===== src/rtl/pipe_scheduler.sv =====
// pipe_scheduler: game FSM plus scroll, pipe/coin ring and score bookkeeping for a side-scroller.
// Rev 1.0
`default_nettype none

module pipe_scheduler #(
  parameter int NUM_PIPES    = 5,
  parameter int PIPE_SPACING = 160,
  parameter int SCORE_MAX    = 999
) (
  input  logic       clk,
  input  logic       reset,
  input  logic       start,
  input  logic       pause,
  input  logic       frame_tick,
  input  logic       collide,
  input  logic       coin_hit,
  input  logic [1:0] speed,
  output logic [2:0] pipe_idx,
  output logic [2:0] coin_idx,
  output logic [7:0] scroll_off,
  output logic       advance,
  output logic       running,
  output logic       game_over,
  output logic [9:0] score
);

  localparam logic [8:0]  SPACING  = 9'(PIPE_SPACING);
  localparam logic [10:0] SMAX     = 11'(SCORE_MAX);
  localparam logic [2:0]  LAST_IDX = 3'(NUM_PIPES - 1);

  typedef enum logic [1:0] {
    IDLE  = 2'd0,
    RUN   = 2'd1,
    PAUSE = 2'd2,
    OVER  = 2'd3
  } state_t;

  state_t state, state_next;

  logic        clear;
  logic        do_scroll;
  logic        do_coin;
  logic [1:0]  eff_speed;
  logic [8:0]  sum;
  logic        wrap;
  logic        wrap_pend;
  logic [2:0]  pipe_next;
  logic [10:0] score_sum;
  logic [9:0]  score_next;

  always_ff @(posedge clk or posedge reset) begin
    if (reset) state <= IDLE;
    else       state <= state_next;
  end

  // collide dominates everything in RUN; coin_hit still scores on the cycle RUN enters PAUSE
  always_comb begin
    state_next = state;
    clear      = 1'b0;
    do_scroll  = 1'b0;
    do_coin    = 1'b0;
    case (state)
      IDLE, OVER: begin
        if (start) begin
          state_next = RUN;
          clear      = 1'b1;
        end
      end
      RUN: begin
        if (collide) begin
          state_next = OVER;
        end else if (pause) begin
          state_next = PAUSE;
          do_coin    = coin_hit;
        end else begin
          do_scroll = frame_tick;
          do_coin   = coin_hit;
        end
      end
      PAUSE: begin
        if (!pause) state_next = RUN;
      end
      default: state_next = IDLE;
    endcase
  end

  assign eff_speed = (speed == 2'd0) ? 2'd1 : speed;
  assign sum       = {1'b0, scroll_off} + {7'd0, eff_speed};
  assign wrap      = do_scroll && (sum >= SPACING);
  assign pipe_next = (pipe_idx == LAST_IDX) ? 3'd0 : pipe_idx + 3'd1;

  assign score_sum  = {1'b0, score} + {10'd0, wrap} + (do_coin ? 11'd5 : 11'd0);
  assign score_next = (score_sum > SMAX) ? SMAX[9:0] : score_sum[9:0];

  // coin_idx follows pipe_idx one cycle after a wrap, independent of the FSM, so a
  // wrap just before a collision is still delivered
  always_ff @(posedge clk or posedge reset) begin
    if (reset) begin
      pipe_idx   <= 3'd0;
      coin_idx   <= 3'd0;
      scroll_off <= 8'd0;
      score      <= 10'd0;
      wrap_pend  <= 1'b0;
      advance    <= 1'b0;
    end else begin
      advance   <= wrap_pend;
      wrap_pend <= wrap;
      if (wrap_pend) coin_idx <= pipe_idx;
      if (clear) begin
        pipe_idx   <= 3'd0;
        coin_idx   <= 3'd0;
        scroll_off <= 8'd0;
        score      <= 10'd0;
      end else begin
        if (do_scroll) scroll_off <= wrap ? 8'(sum - SPACING) : sum[7:0];
        if (wrap)      pipe_idx   <= pipe_next;
        score <= score_next;
      end
    end
  end

  assign running   = (state == RUN);
  assign game_over = (state == OVER);

endmodule

`default_nettype wire


===== config.mk =====
export PLATFORM = sky130hd
export DESIGN_NAME = pipe_scheduler
export DESIGN_NICKNAME = d
export VERILOG_FILES = /design/src/rtl/pipe_scheduler.sv
export SDC_FILE = /design/constraint.sdc
export NUM_CORES = 1
export LEC_CHECK = 0
export CELL_PAD_IN_SITES_DETAIL_PLACEMENT = 0
export CELL_PAD_IN_SITES_GLOBAL_PLACEMENT = 1
export CORE_MARGIN = 3
export CORE_UTILIZATION = 35
export CTS_BUF_LIST = sky130_fd_sc_hd__clkbuf_16
export DETAILED_ROUTE_END_ITERATION = 8
export GPL_ROUTABILITY_DRIVEN = 0
export HOLD_SLACK_MARGIN = 0.08
export PLACE_DENSITY_LB_ADDON = 0.1
export SYNTH_ARGS = -nofsm -noshare
export SYNTH_HDL_FRONTEND = slang
export SYNTH_SLANG_ARGS = --single-unit

===== constraint.sdc =====
create_clock -name clk -period 4.14 [get_ports clk]
set_input_delay 0.621 -clock clk [delete_from_list [all_inputs] [get_ports clk]]
set_output_delay 0.621 -clock clk [all_outputs]
set_load 0.02 [all_outputs]

# Yosys cells after proc, flatten, opt, wreduce, memory -nomap -nowiden
# Index checks and enable logic that the tools add are counted.
[op_classes]
n_eq_ne = 7
magnitude_cmp = 2
muxes = 24
reduce_logical = 8
addsub = 5
[ops]
columns = ["cell", "count"]
rows = [
  ["$mux 8", 3],
  ["$mux 10", 2],
  ["$mux 3", 6],
  ["$add 10x1->11", 1],
  ["$add 11x3->11", 1],
  ["$gt 11x10->1 const B", 1],
  ["$mux 2", 5],
  ["$add 8x2->9", 1],
  ["$ge 9x8->1 const B", 1],
  ["$sub 8x8->8 const B", 1],
  ["$mux 1", 7],
  ["$pmux 2 s3", 1],
  ["$reduce_bool 2->1", 3],
  ["$eq 2x2->1 const B", 2],
  ["$logic_not 2->1", 2],
  ["$ne 2x2->1 const B", 2],
  ["$add 3x1->3 const B", 1],
  ["$eq 3x3->1 const B", 1],
  ["$ne 3x3->1 const B", 1],
  ["$reduce_and 3->1", 1],
  ["$eq 2x1->1 const B", 1],
  ["$reduce_or 2->1", 1],
  ["$logic_and 1x1->1", 1],
]
[totals]
out_inout_bits = 27
register_bits = 28
word_cells = 53
inputBits = 9

# Depth between registers and ports, before layout
[depth]
ltp_word = 10
depth_mapped = 21
ltp_nobuf = 21

# Least setup slack after synthesis
# OpenSTA, ideal clock, no wires.
[synth_timing]
kind = "input port to flip-flop"
from = "input port speed[0]"
to = "register score[3]"
path_stages = 21
slack_ps = -513
arrival_ps = 4587
n_path_buf = 0
path_cell_list = "nand2b_1 > ha_1 > inv_1 > fa_1 > or3_1 > and2_1 > ha_1 > o31ai_1 > a32oi_4 > o21a_4 > nor2_1 > inv_1 > fa_1 > inv_1 > ha_1 > a21oi_1 > a211o_1 > a221oi_1 > a211oi_2 > o21ai_2 > and3_1"
[synth_between]
elab_chain_cells = 10
[synth_lines]
columns = ["element", "line", "text"]
rows = [
  ["from (decl)", "17", "input logic [1:0] speed,"],
  ["$logic_not 2->1", "87", "assign eff_speed = (speed == 2'd0) ? 2'd1 : speed;"],
  ["$mux 2 *", "87", ""],
  ["$add 8x2->9 *", "88", "assign sum = {1'b0, scroll_off} + {7'd0, eff_speed};"],
  ["$ge 9x8->1 *", "89", "assign wrap = do_scroll && (sum >= SPACING);"],
  ["$logic_and 1x1->1 *", "89", ""],
  ["named net wrap", "45", "logic wrap;"],
  ["$add 10x1->11 *", "92", "assign score_sum = {1'b0, score} + {10'd0, wrap} + (do_coin ? 11'd5 : 11'd0);"],
  ["$add 11x3->11 *", "92", ""],
  ["$gt 11x10->1", "93", "assign score_next = (score_sum > SMAX) ? SMAX[9:0] : score_sum[9:0];"],
  ["$mux 10 *", "93", ""],
  ["$mux 10 *", "109", "if (clear) begin"],
  ["to (signal assigned)", "117", "score <= score_next;"],
  ["to (decl)", "24", "output logic [9:0] score"],
]
# Mark *: on every way through the listed nets, which the timed path passes. The rest lies on a longest branch.
# A chain may end at the register's enable or synchronous reset.

# Worst setup path in the final report
# Ends and elaborated chain as after synthesis.

==> key figures <==
Outcome
  • Outcome: complete, no violations

CTS
  • Clock Sinks: 28
  • CTS tree: done
  • CTS clk-pin slew, worst paths: roughly 70 ps
  • Hold Buf Count CTS: 0
  • Clock Path Buffers: 2
  • H-tree levels: 1
  • Num CTS Buffers: 3
  • CTS root buffer: clkbuf_16
  • Skew-Pair Late Insertion Delay: 270 ps

Global route
  • Number of global-route vias before repair: between 1500 and 2000
  • First-pass GRT wire length: 7.94 mm
  • GRT overflow: 0
  • Initial antenna violation count: 0
  • GRT Total Usage: 15.9%
  • Largest net degree at the start of global routing: 29

Synthesis
  • Synth Instances: just over 200
  • Top FF cell, synth: dfrtp_1
  • Synth top area share: 38.0%
  • Syn nets: 228
  • Top post-synthesis cells by area: dfrtp_1, ha_1, nor2_1, a21oi_1, inv_1
  • Avg Synthesized Cell Area: 8.90 µm²
  • Flops & latches, synth: 28
  • Yosys cell types: 47
  • Asr flop ratio synth: 100%
  • Register area share after synthesis: 38.0%
  • Yosys warns: 0
  • Number of synthesized flops with an enable pin: 0
  • Cell taking the most area after synthesis: dfrtp_1
  • Cell Area, Synth: 1840 µm²

Critical path
  • Crit. End Element: register
  • CP Data Required Time: 4300 ps
  • CP max FO: 4
  • Worst reg-to-reg setup slack: 170 ps
  • Crit path largest cell delay: 370 ps
  • Startpoint class of the critical path: primary input
  • Worst reg2reg path endpoint: score[3]
  • CP Class: in -> reg
  • CP Cell Sequence: buf_6 -> nand2b_4 -> ha_4 -> inv_2 -> fa_2 -> or3_4 -> and2_4 -> ha_4 -> o31ai_4 -> a32oi_4 -> o21a_4 -> nor2_4 -> inv_2 -> fa_2 -> inv_2 -> ha_4 -> buf_4 -> o21ai_0 -> a311o_1 -> a211oi_2 -> o21ai_2 -> and3_1
  • Slowest-stage cell, CP: or3_4
  • Worst Reg-to-Reg Cells: 20
  • Worst EP arrival: 4200 ps
  • Crit Reg-Reg Startpoint: scroll_off[0]

Cells and area
  • Diodes inserted: 0
  • Area Overhead vs Synth: 44.6%
  • Most frequent cells in the layout: clkdlybuf4s50_1, dfrtp_1, nor2_1, buf_4, inv_1
  • Layout cell share with drive strength beyond 1: 23.4%
  • Commonest non-fill, non-tap cell in the layout: clkdlybuf4s50_1
  • Fin nets: 287

Routing
  • Vias post-DR: around 1700
  • WL final: roughly 4.6 mm
  • Antenna-violating nets left: 0
  • Post-route DRC: 0
  • Iteration-0 DRC Markers: 66
  • Wire length per cell: 13.8 µm
  • Vias per Instance: roughly 5.0
  • DR pass1 iterations: 4

Floorplanning
  • IO Pins: 36
  • Core area: 4910 µm²
  • Initial core utilization: 37.5%
  • Die Height: 78.6 µm
  • Die area: 6170 µm²
  • Die X: 78.6 µm
  • Row count: 25

Power and ir drop
  • Max VDD drop: 0.265 mV
  • Pwr Density: roughly 430 nW/µm²
  • Final Power: around 1.2 mW
  • Leak Pwr: between 1 and 1.5 nW

Worst hold path
  • Min-delay src: wrap_pend
  • Hold Path Cell Cnt: 0
  • Hold path endpoint: advance
  • Worst hold path class: reg -> reg

Place
  • DP HPWL: 3.33 mm
  • Setup WS pre-CTS: -615 ps
  • Port bufs: 35

Timing
  • Worst Skew: 8.21 ps
  • Final worst setup slack: slightly above 100 ps
  • RSZ-0062 raised after global routing: yes
  • Slew headroom: 42.5%
  • Fin. max-slew vios: 0
  • Final setup fails: 0
  • Final hold violations: 0
  • Fin crit period: 4040 ps
  • Worst Max-Slew Pin Slew: 862 ps
  • Crit share post-route: 97.5%
  • Highest clock rate: around 250 MHz

Flow run
  • Max Cap Viol: 0
[flip-flops by register name, indices dropped and copies added (netlist names)]
register    count
state           2
coin_idx        3
pipe_idx        3
wrap_pend       1
advance         1
score          10
scroll_off      8
[synthesized netlist by cell type, types with 3 or more instances]
master,number
a21oi_1,16
a31oi_1,3
and2_1,3
and3_1,3
clkbuf_1,3
dfrtp_1,28
ha_1,10
inv_1,20
mux2i_1,5
nand2_1,16
nand2b_1,4
nand3_1,6
nand3b_1,3
nor2_1,26
nor2b_1,3
o21ai_0,9
o21ai_2,3
xnor2_1,6
xor2_1,4
[worst max-delay path by stage]
stage | from | end
floorplan | speed[0] | score[3]
global placement | speed[0] | score[3]
detailed placement | speed[1] | score[3]
CTS | speed[0] | score[2]
global route | speed[0] | score[8]
finish | speed[0] | score[3]
[timing repair]
action                                  4_1_cts  5_1_grt
endpoints found under the setup margin       10        9
resized for setup                            13       10
buffers inserted                              3        1
cloned                                        0        0
pin swaps                                    13       10
[power by group]
part	internal, mW	switching, mW	total (mW)
registers	0.312	0.0528	0.365
logic	0.233	0.269	0.502
clock network	0.193	0.0979	0.291
total	0.738	0.419	1.16
[routing by layer]
layer | track usage [%] | vias up | wire length, µm
li1 | - | 833 | -
met1 | 21.5 | 791 | 2190
met2 | 26.3 | 25 | 2240
met3 | 2.98 | 4 | 131
met4 | 3.85 | 0 | 36
met5 | 0 | - | 0
[metrics by stage]
stage	TNS (ps)	instance area [µm²]	instances	hold WS (ps)	util, %
after floorplan	-79.9	1930	207	451	-
final	0	2670	332	491	54.3
after detailed placement	-4740	2490	324	501	50.6
after CTS	0	2630	331	508	53.6
after global routing	-126	2670	332	533	54.3
after global placement	-4420	2490	324	496	50.6
[critical path: cells and delay by family]
family	cells	cell delay, ps
buffers and inverters	5	320
and+or+nand+nor	5	920
AOI/OAI and AO/OA	7	1210
adders and majority gates	5	1120
[logic make-up after synthesis]
logic type	after synthesis	synth area share [%]
compound gates	50	19.1
fa+ha+maj	12	8.96
flops	28	38.0
xor+xnor	10	4.75
simple gates	78	21.6
mux	5	2.72
buf+inv	24	4.89
[layout make-up]
type | count | area, µm²
sequential | 28 | 701
multi-input combinational | 155 | 1170
clock inverter | 1 | 30.0
fill | 454 | 2250
tap | 67 | 83.8
clock buffer | 3 | 75.1
inverter | 20 | 75.1
timing repair buffer | 58 | 526
Power figures use the tool's default switching activity.
